<file path="src/rtl/uart_pkg.sv">
// Shared UART definitions: receiver state encoding, frame width and line idle level.
package uart_pkg;

    localparam int   UART_DATA_BITS  = 8;
    // Level of an idle (marking) line; the TX side drives the same value between frames.
    localparam logic UART_IDLE_LEVEL = 1'b1;

    typedef enum logic [2:0] {
        RX_IDLE,
        RX_START,
        RX_DATA,
        RX_STOP,
        RX_WAIT_IDLE
    } rx_state_e;

endpackage

</file>
<file path="src/rtl/uart_rx_bit_timer.sv">
// Bit-period timer for the UART receiver. After restart it fires sample_tick
// half a bit later (middle of the start bit), then once per full bit period,
// so every tick lands in the middle of a bit cell.
module uart_rx_bit_timer #(
    parameter  int CLKS_PER_BIT = 16,
    localparam int TW           = $clog2(CLKS_PER_BIT)
) (
    input  logic clk,
    input  logic reset,
    input  logic restart,
    input  logic run,
    output logic sample_tick
);

    localparam logic [TW-1:0] HALF_LAST = TW'(CLKS_PER_BIT / 2 - 1);
    localparam logic [TW-1:0] FULL_LAST = TW'(CLKS_PER_BIT - 1);

    logic [TW-1:0] cnt;
    logic          half;

    assign sample_tick = run && (cnt == (half ? HALF_LAST : FULL_LAST));

    // Count clocks; wrap to zero on every tick and switch to full-period spacing after the first.
    always_ff @(posedge clk or negedge reset) begin
        if (!reset) begin
            cnt  <= '0;
            half <= 1'b1;
        end else if (restart) begin
            cnt  <= '0;
            half <= 1'b1;
        end else if (run) begin
            if (sample_tick) begin
                cnt  <= '0;
                half <= 1'b0;
            end else begin
                cnt <= cnt + 1'b1;
            end
        end
    end

endmodule

</file>
<file path="src/rtl/uart_rx_block.sv">
// UART receiver: 8N1, LSB first. Synchronizes the line, validates the start
// bit at mid-bit, shifts in eight data bits, checks the stop bit and hands the
// byte to the packet logic through a level-held byte_ready / read_byte pair.
module uart_rx_block
    import uart_pkg::*;
#(
    parameter int CLKS_PER_BIT = 16
) (
    input  logic                      clk,
    input  logic                      reset,
    input  logic                      serial_in,
    input  logic                      read_byte,
    output logic [UART_DATA_BITS-1:0] data_out,
    output logic                      byte_ready,
    output logic                      framing_error,
    output logic                      overrun,
    output logic                      rx_busy
);

    logic [1:0]                sync;
    logic                      rx_s;
    logic                      line_idle;
    rx_state_e                 state;
    logic [3:0]                bit_cnt;
    logic [UART_DATA_BITS-1:0] shreg;
    logic                      tick;
    logic                      restart;
    logic                      run;
    logic                      commit;

    assign rx_s      = sync[1];
    assign line_idle = (rx_s == UART_IDLE_LEVEL);
    assign restart   = (state == RX_IDLE) && !line_idle;
    assign run       = (state == RX_START) || (state == RX_DATA) || (state == RX_STOP);
    assign commit    = (state == RX_STOP) && tick && line_idle;
    assign rx_busy   = (state != RX_IDLE);

    // Two-flop synchronizer; resets to the idle level so reset never looks like a start edge.
    always_ff @(posedge clk or negedge reset) begin
        if (!reset) sync <= {2{UART_IDLE_LEVEL}};
        else        sync <= {sync[0], serial_in};
    end

    uart_rx_bit_timer #(.CLKS_PER_BIT(CLKS_PER_BIT)) u_timer (
        .clk         (clk),
        .reset       (reset),
        .restart     (restart),
        .run         (run),
        .sample_tick (tick)
    );

    // Frame controller: start validation, data shift, stop check, break recovery.
    always_ff @(posedge clk or negedge reset) begin
        if (!reset) begin
            state         <= RX_IDLE;
            bit_cnt       <= '0;
            shreg         <= '0;
            framing_error <= 1'b0;
        end else begin
            framing_error <= 1'b0;
            case (state)
                RX_IDLE: begin
                    if (!line_idle) begin
                        state   <= RX_START;
                        bit_cnt <= '0;
                    end
                end
                RX_START: begin
                    // A start bit that is gone by mid-bit was a glitch.
                    if (tick) state <= line_idle ? RX_IDLE : RX_DATA;
                end
                RX_DATA: begin
                    if (tick) begin
                        shreg   <= {rx_s, shreg[UART_DATA_BITS-1:1]};
                        bit_cnt <= bit_cnt + 1'b1;
                        if (bit_cnt == 4'(UART_DATA_BITS - 1)) state <= RX_STOP;
                    end
                end
                RX_STOP: begin
                    // Leaving at mid-stop-bit keeps us ready for a back-to-back start edge.
                    if (tick) begin
                        if (line_idle) begin
                            state <= RX_IDLE;
                        end else begin
                            framing_error <= 1'b1;
                            state         <= RX_WAIT_IDLE;
                        end
                    end
                end
                RX_WAIT_IDLE: begin
                    if (line_idle) state <= RX_IDLE;
                end
                default: state <= RX_IDLE;
            endcase
        end
    end

    // Holding register: load on commit if free (or freed this cycle), else flag the lost byte.
    always_ff @(posedge clk or negedge reset) begin
        if (!reset) begin
            data_out   <= '0;
            byte_ready <= 1'b0;
            overrun    <= 1'b0;
        end else if (commit) begin
            if (!byte_ready || read_byte) begin
                data_out   <= shreg;
                byte_ready <= 1'b1;
                overrun    <= 1'b0;
            end else begin
                overrun <= 1'b1;
            end
        end else if (read_byte && byte_ready) begin
            byte_ready <= 1'b0;
            overrun    <= 1'b0;
        end
    end

endmodule

</file>
<file path="config.mk">
export PLATFORM = sky130hd
export DESIGN_NAME = uart_rx_block
export DESIGN_NICKNAME = d
export VERILOG_FILES = /design/src/rtl/uart_pkg.sv /design/src/rtl/uart_rx_bit_timer.sv /design/src/rtl/uart_rx_block.sv
export SDC_FILE = /design/constraint.sdc
export NUM_CORES = 1
export LEC_CHECK = 0
export BUFFER_PORTS_ARGS = -buffer_cell sky130_fd_sc_hd__buf_2
export CAP_MARGIN = 20
export CORE_UTILIZATION = 55
export CTS_CLUSTER_DIAMETER = 40
export DETAILED_ROUTE_END_ITERATION = 16
export GPL_TIMING_DRIVEN = 0
export MAX_ROUTING_LAYER = met4
export PLACE_DENSITY_LB_ADDON = 0.1
export SYNTH_ARGS = -nofsm -noshare
export SYNTH_HDL_FRONTEND = slang
export SYNTH_SLANG_ARGS = --single-unit
</file>
<file path="constraint.sdc">
create_clock -name clk -period 2.2 [get_ports clk]
set_clock_uncertainty 0.05 [all_clocks]
set_input_delay 0.22 -clock clk [delete_from_list [all_inputs] [get_ports clk]]
set_output_delay 0.22 -clock clk [all_outputs]
set_load 0.005 [all_outputs]
</file>
**Word level (Yosys, flattened, before mapping)**

Index checks and enable logic that the tools add are counted.

- Div/mod/pow operators: 0
- Multiply operators: 0
- Add/subtract/negate cells: 2
- Bitwise operators: 0
- Order comparisons: 0
- Eq/ne operators: 13
- Reductions and logical operators: 22
- Muxes and demuxes: 27
- Shift-type cells: 0

Operators with widths:

| operator | number |
|---|---|
| $mux W4 | 6 |
| $mux W3 | 7 |
| $pmux W3 S5 | 1 |
| $mux W1 | 11 |
| $ne A2 B2 Y1 const B | 5 |
| $add A4 B1 Y4 const B | 2 |
| $pmux W4 S2 | 1 |
| $reduce_and A2 Y1 | 4 |
| $reduce_bool A2 Y1 | 4 |
| $eq A3 B2 Y1 const B | 2 |
| $reduce_and A6 Y1 | 1 |
| $logic_and A1 B1 Y1 | 5 |
| $eq A4 B3 Y1 const B | 1 |
| $eq A4 B4 Y1 | 1 |
| $ne A2 B1 Y1 const B | 2 |
| $eq A3 B1 Y1 const B | 1 |
| $eq A3 B3 Y1 const B | 1 |
| $logic_not A3 Y1 | 1 |
| $logic_or A1 B1 Y1 | 3 |
| $reduce_and A3 Y1 | 1 |
| $reduce_bool A3 Y1 | 1 |
| $logic_not A1 Y1 | 2 |
| $mux W2 | 1 |

- Latch bits: 0
- Input port bits: 4
- Bits in read-only memories: 0
- Flip-flop bits (word level): 33
- Output and inout bits: 12
- Bits in writable memories: 0
- Word-level logic and storage cells: 74
- Memories: 0

**Longest topological paths before layout**

Gate-level depths: netlist of run 1.

- Word-level depth: 8
- Mapped depth: 6
- Gate-level depth less buffers: 4

**By module**

A second synthesis of run 1 with hierarchy kept.

- Cell total of the unflattened synthesis: 121
- Area total of the unflattened synthesis: 1487.7 um^2

Modules (own cells, without submodules):

| module | seq. area each (um^2) | area an instance (um^2) | cells an instance | instances |
|---|---|---|---|---|
| uart_rx_block | 703.2 | 1216.2 | 93 | 1 |
| uart_rx_bit_timer | 126.4 | 271.5 | 28 | 1 |

**Least setup slack after synthesis of run 1**

Ideal clock, no wire load.

- Path kind: register -> register
- From: reg state[0]
- To: reg shreg[0]
- Required time: 2.025 ns
- Path slack: 0.286 ns
- Stages on the path, launching flop included: 7
- Arrival time: 1.739 ns
- Cell sequence: dfrtp_1 -> buf_6 -> or2_0 -> clkbuf_2 -> or4_4 -> buf_6 -> mux2_4

- Word-level cells in the longest chain between the ends: 5
- Elaborated cells between the ends (all ways): 7

Ends and longest elaborated chain:

| what | RTL line | RTL |
|---|---|---|
| from (decl) | uart_rx_block.sv:23 | `rx_state_e state;` |
| from (signal assigned) | uart_rx_block.sv:70 | `if (tick) state <= line_idle ? RX_IDLE : RX_DATA;` |
| $eq A3 B1 Y1 / $eq A3 B2 Y1 (equally long branches) | uart_rx_block.sv:34, uart_rx_block.sv:61 |  |
| $logic_or A1 B1 Y1 (2 in series) | uart_rx_block.sv:34 | `assign run = (state == RX_START) \|\| (state == RX_DATA) \|\| (state == RX_STOP);` |
| $logic_and A1 B1 Y1 | uart_rx_bit_timer.sv:21 | `assign sample_tick = run && (cnt == (half ? HALF_LAST : FULL_LAST));` |
| $reduce_and A2 Y1 (no source line) (*) | -- |  |
| to (signal assigned) | uart_rx_block.sv:74 | `shreg <= {rx_s, shreg[UART_DATA_BITS-1:1]};` |
| to (decl) | uart_rx_block.sv:25 | `logic [UART_DATA_BITS-1:0] shreg;` |

Every way passes the cells marked *; elsewhere a longest branch is shown, timed or not.
A chain may end at the register's enable or synchronous reset.

**Final worst setup path of run 1**

- From: reg u_timer.cnt[0]
- To: reg data_out[6]

- Word-level cells in the longest chain between the ends: 5

Ends and longest elaborated chain:

| what | RTL line | RTL |
|---|---|---|
| from (decl) | uart_rx_bit_timer.sv:18 | `logic [TW-1:0] cnt;` |
| from (signal assigned) | uart_rx_bit_timer.sv:36 | `cnt <= cnt + 1'b1;` |
| $eq A4 B4 Y1 | uart_rx_bit_timer.sv:21 |  |
| $logic_and A1 B1 Y1 | uart_rx_bit_timer.sv:21 |  |
| $logic_and A1 B1 Y1 (2 in series) | uart_rx_block.sv:35 | `assign commit = (state == RX_STOP) && tick && line_idle;` |
| $reduce_and A2 Y1 (no source line) | -- |  |
| to (signal assigned) | uart_rx_block.sv:106 | `data_out <= shreg;` |
| to (decl) | uart_rx_block.sv:13 | `output logic [UART_DATA_BITS-1:0] data_out,` |

No other way between the ends.

==> results of run 1 <==
==> Yosys cell counts (all sizes together), types with 3 or more instances <==
cell type,count
nor4,4
buf,3
nand2b,4
nor2,6
dfstp,3
nand4,3
dfrtp,30
or4,3
clkbuf,5
mux2,16
mux2i,4
nand2,8
o21ai,3
==> registers in the layout (all words and copies together), names as in the netlist <==
name           flops
data_out           8
shreg              8
bit_cnt            4
u_timer.cnt        4
state              3
sync               2
byte_ready         1
framing_error      1
overrun            1
u_timer.half       1
==> through the flow <==
stage	cell area (sq um)	std cells
floorplan	1560	125
global placement	1670	170
detailed placement	1670	170
CTS	1800	181
global route	1810	182
finish	1810	182
==> final cells by class <==
cell class                 count  share of cell area (%)
sequential                    33                    45.8
clock buffer                   5                    2.07
clock inverter                 3                    3.59
timing repair buffer          19                    6.22
tap                           30                    2.07
multi-input combinational     82                    37.1
buffer                         8                    2.70
inverter                       2                   0.415
==> power groups by stage <==
| stage | sequential [uW] | clock [uW] | combinational [uW] |
|---|---|---|---|
| 3_3_place_gp | 814 | 0 | 545 |
| 4_1_cts | 810 | 577 | 574 |
| 2_1_floorplan | 801 | 0 | 440 |
| 5_1_grt | 830 | 610 | 654 |
| 3_5_place_dp | 821 | 0 | 565 |
| 6_report | 811 | 570 | 574 |
==> layer usage <==
layer,GRT usage (%),share of wire [%]
met5,-,0
met4,7.50,1.7
met3,7.73,3.6
met2,32.2,46
met1,28.5,48
==> what timing repair did <==
action	CTS	global route
hold endpoints to repair	32	0
cloned	0	0
hold buffers	3	0
setup endpoints to repair	5	8
pin swaps	1	1
buffers inserted	0	1
==> worst paths after layout <==
kind                            slack [ps]  cells after the start          end
worst max-delay path                   150                      5  data_out[6]
worst min-delay path                   310                      0      sync[1]
worst max register to register         150                      5  data_out[6]
worst min register to register         310                      0      sync[1]
max in group asynchronous             1220                      2     shreg[3]
min in group asynchronous              400                      2   bit_cnt[1]
==> logic make-up after synthesis <==
| group | after synthesis | share of synthesized area [%] |
|---|---|---|
| buf+inv | 10 | 3.61 |
| simple gates | 36 | 13.9 |
| fa+ha+maj | 2 | 1.61 |
| xor+xnor | 2 | 1.12 |
| mux | 20 | 16.1 |
| compound gates | 22 | 10.4 |
| flops | 33 | 53.3 |
==> worst max-delay path: stages, from the launching register on <==
cell and delay, ps:
dfrtp_1 420, ha_1 260, nand4_1 320, nor4b_4 330
buf_4 210, mux2_2 350
==> flow_summary.ini, run 1 <==
[clock_tree]
cts_tree = yes
cts_buffers = 5
clock_latency_ps = 350
htreeDepth = 2
cts.reportedPaths.clkPinSlew_ps = 100
ctsResizeCount = 0
cts_buffer_depth = 2
cts.sinks = 33
cts_root_buf = clkbuf_4

[place]
gp_congestion = 0.857
pre_cts_slack_ps = -5.27
hpwlAfterDp_microns = 1890
numPortBuffers = 15

[yosys]
yosys-top-cells-area = dfrtp_1 48%, mux2_4 7.7%, mux2_2 5.8%, dfstp_2 5.1%, mux2i_1 2.6%
ys_ff_latch = 33
synth_flop_cell = dfrtp_1
async_flop_share_pct = 100
yosysUniqueCellTypes = 42
yosysTopAreaCell = dfrtp_1
synth-edff-count = 0
syn-cell-area_sq_um = 1560
seq_area_frac_synth_pct = 53.3
yosys.area.top_type_share_pct = 48.2
synth_fp_nets = 131
syn_inst = 125
ys_warn_count = 0
syn_area_per_cell_sq_um = 12.5

[layout]
fillers = 181
ff_latch_area_sq_um = 830
drive_above_1_share_pct = 36.2
final_util_pct = 70.5
antennaDiodeCount = 0
final_cell_mix = 30 x dfrtp_1, 16 x buf_2, 8 x nand2_1, 8 x mux2_4, 8 x mux2_2
syn_to_final_growth_pct = 16.2
final_common_cell = dfrtp_1
final_nets = 157
multi_input_area_sq_um = 672

[critical_path]
r2r-start = u_timer.cnt[0]
crit_path_end_kind = flop
cp-startpoint = u_timer.cnt[0]
crit_required_ps = 2380
worstSetupPathType = reg2reg
arrival_ps = 2220
worst-path-max-fanout = 8
startpoint_type = flop

[routing]
num_vias = 1075
wire_per_inst_microns = 15.5
drt.antenna.violating_nets = 0
drt_wl_total_microns = 2820
drt_iter0_markers = 10
drtPass1Iterations = 4
drcViolationCount = 0
via_per_inst = 5.91

[pwr]
pwr-share-seq_pct = 41.5
swShare_pct = 32.9
internal-power_uw = 1310
power.density_nw_per_um2 = 1080
leakage_uw = 0.000879
ir_drop_mv = 0.823
total_power_uw = 1960
combPwrFrac_pct = 29.4
p_switching_uw = 644
clkPwrFrac_pct = 29.2

[global_route]
antenna_found_initial = 0
grt_pass1_vias = 1070
grt_overflow_total = 0
grtUsageTotal_pct = 22.0
grt_pass1_wl_microns = 4990
grt_max_degree = 34

[timing]
rsz0062_at_grt = no
hold_viol = 0
max_freq_ghz = 0.489
fin_hold_ws_ps = 314
setup_violations = 0
worstMarginPinSlew_ps = 721
slew_headroom_pct = 51.9
period_minus_slack_ps = 2050
report.final.slew_viol_count = 0
min_period_over_period_pct = 93.0
tns_ps = 0
fin_ws_ps = 155

[die]
start_util_pct = 60.7
io_pins = 16
core.rowCount = 18
design.die.area_sq_um = 3050
dieWidth_microns = 55.2
core_area_sq_um = 2570
die_y_microns = 55.2

[job]
maxCapViolations = 0

[hold_path]
holdCritPathClass = reg2reg
hp-start = sync[0]

[run_status]
outcome = finished, final reports clean
No activity file was read; power rests on OpenSTA's default activity.
==> run 2, diff against run 1 <==
--- a/config.mk
+++ b/config.mk
@@ -7,6 +7,7 @@
 export LEC_CHECK = 0
 export BUFFER_PORTS_ARGS = -buffer_cell sky130_fd_sc_hd__buf_2
 export CAP_MARGIN = 20
+export CORE_ASPECT_RATIO = 0.6
 export CORE_UTILIZATION = 55
 export CTS_CLUSTER_DIAMETER = 40
 export DETAILED_ROUTE_END_ITERATION = 16
==> run 2 against run 1 <==
The flow now finishes with violations (design-rule violations). Final area down 1.1%. Critical path depth unchanged. Die area up 0.23%. Critical endpoint is now data_out[0]. Largest cell class unchanged.
==> flow_summary.ini, run 2 (same netlist as run 1, synthesis figures left out) <==
[layout]
fin_area_sq_um = 1790
final_util_pct = 69.1
final_common_cell = dfrtp_1
fillers = 179
final_cell_mix = 30 x dfrtp_1, 16 x buf_2, 8 x nand2_1, 8 x mux2_4, 8 x mux2_2
antennaDiodeCount = 0
final_nets = 157
reg.largest.list = data_out (8), shreg (8)
syn_to_final_growth_pct = 14.9
drive_above_1_share_pct = 36.2

[place]
pre_cts_slack_ps = -4.95
place_area_sq_um = 1670
hpwlAfterDp_microns = 2040
gp_congestion = 0.908
numPortBuffers = 15

[pwr]
power.density_nw_per_um2 = 1030
total_power_uw = 1840
swShare_pct = 36.1
p_switching_uw = 666
internal-power_uw = 1180
combPwrFrac_pct = 31.8
leakage_uw = 0.000870
clkPwrFrac_pct = 23.7
ir_drop_mv = 0.783
pwr-share-seq_pct = 44.5

[critical_path]
worstSetupPathType = reg2reg
worst-path-max-fanout = 6
crit_required_ps = 2320
max_stage_delay_ps = 400
crit_path_end_kind = flop
crit_path_top_delay_cell = dfrtp_1
path_cells = ha_1 > nand4_1 > nor4b_4 > buf_4 > mux2_2
arrival_ps = 2170
startpoint_type = flop

[routing]
drtPass1Iterations = 10
drt_wl_total_microns = 3030
drcViolationCount = 4
via_per_inst = 5.80
num_vias = 1067
wire_per_inst_microns = 16.4
drt_iter0_markers = 97
drt.antenna.violating_nets = 0

[timing]
hold_viol = 0
report.final.slew_viol_count = 0
max_freq_ghz = 0.487
min_period_over_period_pct = 93.4
period_minus_slack_ps = 2050
slew_headroom_pct = 51.6
worstMarginPinSlew_ps = 726
rsz0062_at_grt = no
tns_ps = 0
setup_violations = 0
fin_ws_ps = 146

[clock_tree]
clock_latency_ps = 280
cts.sinks = 33
cts_root_buf = clkbuf_8
ctsResizeCount = 0
cts.reportedPaths.clkPinSlew_ps = 70
htreeDepth = 2
cts_buffer_depth = 2
cts_tree = yes
cts_buffers = 5

[global_route]
antenna_found_initial = 0
grt_max_degree = 34
grtUsageTotal_pct = 23.8
grt_pass1_wl_microns = 5110
grt_pass1_vias = 979
grt_overflow_total = 0

[die]
dieWidth_microns = 70.7
core_area_sq_um = 2590
start_util_pct = 60.1
io_pins = 16
core.rowCount = 14
design.die.area_sq_um = 3060
die_y_microns = 43.2

[job]
maxCapViolations = 0

[run_status]
violations = design-rule violations
outcome = finished with violations

[hold_path]
holdCritPathClass = in2reg
run 2: area by class of cell:
type                    instances  area (sq um)  share of cell area (%)
clock buffers                   6          72.6                    4.05
plain buffers                   8          48.8                    2.73
inverters                       2          7.51                   0.419
multi-input cells              82           672                    37.5
repair buffers                 19           110                    6.15
clock inverters                 2          10.0                   0.559
flip-flops and latches         33           830                    46.3
well taps                      32          40.0                    2.24
run 2: path summary, 6_finish.rpt:
kind	startpoint	to	slack [ps]	cells past startpoint
worst max-delay path	u_timer.cnt[0]	data_out[0]	150	5
worst min-delay path	read_byte	overrun	90	2
worst max register to register	u_timer.cnt[0]	data_out[0]	150	5
worst min register to register	sync[0]	sync[1]	320	0
max in group asynchronous	reset	bit_cnt[2]	1150	2
min in group asynchronous	reset	data_out[7]	480	2
run 2: repair_timing:
action | CTS | global route
pin swaps | 1 | 1
hold endpoints to repair | 31 | 0
hold buffers | 2 | 0
setup buffers | 0 | 2
setup endpoints to repair | 1 | 8
run 2: per-layer routing:
layer  up-vias  track usage, %  wire (microns)
met4         0            6.00              10
met5         -               -               0
met2        37            31.3            1290
li1        513               -               -
met3         2            8.79             177
met1       515            34.3            1550
run 2: critical path: cells and delay by family (launching register included):
kind	cells	cell delay [ps]
simple gates	2	700
flops	1	400
mux	1	330
fa+ha+maj	1	260
buf+inv	1	200
run 2: through the flow:
stage               hold WS [ps]  instances
global placement             259        172
finish                      85.3        184
detailed placement           265        172
floorplan                   -126        125
global route                72.2        184
CTS                         79.1        182
run 2: power groups by stage:
| stage | clock network [uW] | registers (uW) | logic [uW] |
|---|---|---|---|
| 2_1_floorplan | 0 | 801 | 440 |
| 3_3_place_gp | 0 | 814 | 547 |
| 3_5_place_dp | 0 | 824 | 575 |
| 4_1_cts | 449 | 813 | 583 |
| 5_1_grt | 476 | 831 | 660 |
| 6_report | 438 | 820 | 586 |
==> run 3, diff against run 2 <==
--- a/config.mk
+++ b/config.mk
@@ -12,7 +12,6 @@
 export CTS_CLUSTER_DIAMETER = 40
 export DETAILED_ROUTE_END_ITERATION = 16
 export GPL_TIMING_DRIVEN = 0
-export MAX_ROUTING_LAYER = met4
 export PLACE_DENSITY_LB_ADDON = 0.1
 export SYNTH_ARGS = -nofsm -noshare
 export SYNTH_HDL_FRONTEND = slang
==> run 3 against run 2 <==
The run still ends with design-rule violations left. Via count fell by 0.94%. Hold slack got worse by 0.84 ps. First-iteration DRC count fell by 2.1%. Fmax is 0.28% higher. Critical path depth unchanged. Cell count did not move. Critical path type unchanged. Critical endpoint is now data_out[7]. Largest power group unchanged. Highest routed layer unchanged.
==> flow_summary.ini, run 3 (same netlist as run 1, synthesis figures left out) <==
[clock_tree]
clock_latency_ps = 280
cts_buffers = 5
cts_tree = yes
htreeDepth = 2
cts.reportedPaths.clkPinSlew_ps = 70
cts_root_buf = clkbuf_8
cts.sinks = 33
cts_buffer_depth = 2

[layout]
final_nets = 157
ff_latch_area_sq_um = 830
antennaDiodeCount = 0
fillers = 179
syn_to_final_growth_pct = 14.9
reg.largest.list = data_out (8), shreg (8)
final_cell_mix = 30 x dfrtp_1, 16 x buf_2, 8 x nand2_1, 8 x mux2_4, 8 x mux2_2
final_common_cell = dfrtp_1
final_cells = 184
drive_above_1_share_pct = 36.2
multi_input_area_sq_um = 672

[routing]
wire_per_inst_microns = 16.4
drt.antenna.violating_nets = 0
drt_wl_total_microns = 3010
drcViolationCount = 4
drtPass1Iterations = 10
via_per_inst = 5.74
drt_iter0_markers = 95
num_vias = 1057

[die]
start_util_pct = 60.1
core.rowCount = 14
io_pins = 16
core_area_sq_um = 2590
design.die.area_sq_um = 3060
dieWidth_microns = 70.7
die_y_microns = 43.2

[pwr]
power.density_nw_per_um2 = 1030
leakage_uw = 0.000870
ir_drop_mv = 0.784

[timing]
fin_ws_ps = 152
max_freq_ghz = 0.488
period_minus_slack_ps = 2050
min_period_over_period_pct = 93.1
hold_viol = 0
rsz0062_at_grt = no
report.final.slew_viol_count = 0
slew_headroom_pct = 51.7
tns_ps = 0
setup_violations = 0
worstMarginPinSlew_ps = 724

[critical_path]
path_buf_inv = 1
worstSetupPathType = reg2reg
crit_path_top_delay_cell = dfrtp_1
crit_path_end_kind = flop
worst-path-max-fanout = 6
arrival_ps = 2170
path_cells = ha_1 > nand4_1 > nor4b_4 > buf_4 > mux2_2
startpoint_type = flop
cp_top_family = simple AND/OR/NAND/NOR gates
max_stage_delay_ps = 400
crit_required_ps = 2320

[job]
maxCapViolations = 0

[place]
gp_congestion = 0.893
place_inst = 172
pre_cts_slack_ps = -4.95
numPortBuffers = 15
hpwlAfterDp_microns = 2040

[global_route]
grt_pass1_wl_microns = 5130
grt_max_degree = 34
antenna_found_initial = 0
grtUsageTotal_pct = 23.0
grt_pass1_vias = 981
grt_overflow_total = 0

[hold_path]
holdCritPathClass = in2reg

[run_status]
violations = design-rule violations
outcome = finished with violations
==> run 3: final cells by class <==
| class | count | area share, % |
|---|---|---|
| sequential | 33 | 46.3 |
| timing repair buffer | 19 | 6.15 |
| buffer | 8 | 2.73 |
| clock buffer | 6 | 4.05 |
| tap | 32 | 2.24 |
| clock inverter | 2 | 0.559 |
| multi-input combinational | 82 | 37.5 |
| inverter | 2 | 0.419 |
==> run 3: report_power, final <==
part	internal (uW)	total, uW	switching [uW]
Combinational	242	591	349
Sequential	717	818	100
Clock	219	439	220
Total	1180	1850	669
==> run 3: repair_timing <==
| item | 4_1_cts | 5_1_grt |
|---|---|---|
| buffers inserted | 0 | 2 |
| gates resized for setup | 0 | 0 |
| hold buffers | 2 | 0 |
| endpoints found under the hold margin | 31 | 0 |
| setup endpoints to repair | 1 | 8 |
| pin swaps | 1 | 1 |
==> run 3: metal layers <==
| metal | part of all wire [%] | global-route usage [%] |
|---|---|---|
| met5 | 0 | 0 |
| met4 | 0.37 | 6.00 |
| met3 | 5.2 | 8.08 |
| met2 | 42 | 31.3 |
| met1 | 52 | 34.4 |
==> run 3: path summary, 6_finish.rpt <==
kind,startpoint,endpoint,slack [ps],depth (start not counted)
min reg2reg,sync[0],sync[1],320,0
max in group asynchronous,reset,bit_cnt[2],1150,2
min in group asynchronous,reset,data_out[5],480,2
min,read_byte,overrun,80,2
max reg2reg,u_timer.cnt[0],data_out[7],150,5
max,u_timer.cnt[0],data_out[7],150,5
==> run 3: through the flow <==
step / cell area (sq um) / hold WS, ps / total power, uW / utilization, %
finish: 1790 / 84.5 / 1850 / 69.1
global route: 1790 / 74.8 / 1970 / 69.1
CTS: 1780 / 79.1 / 1840 / 68.5
detailed placement: 1670 / 265 / 1400 / 64.5
global placement: 1670 / 259 / 1360 / 64.5
floorplan: 1560 / -126 / 1240 / -
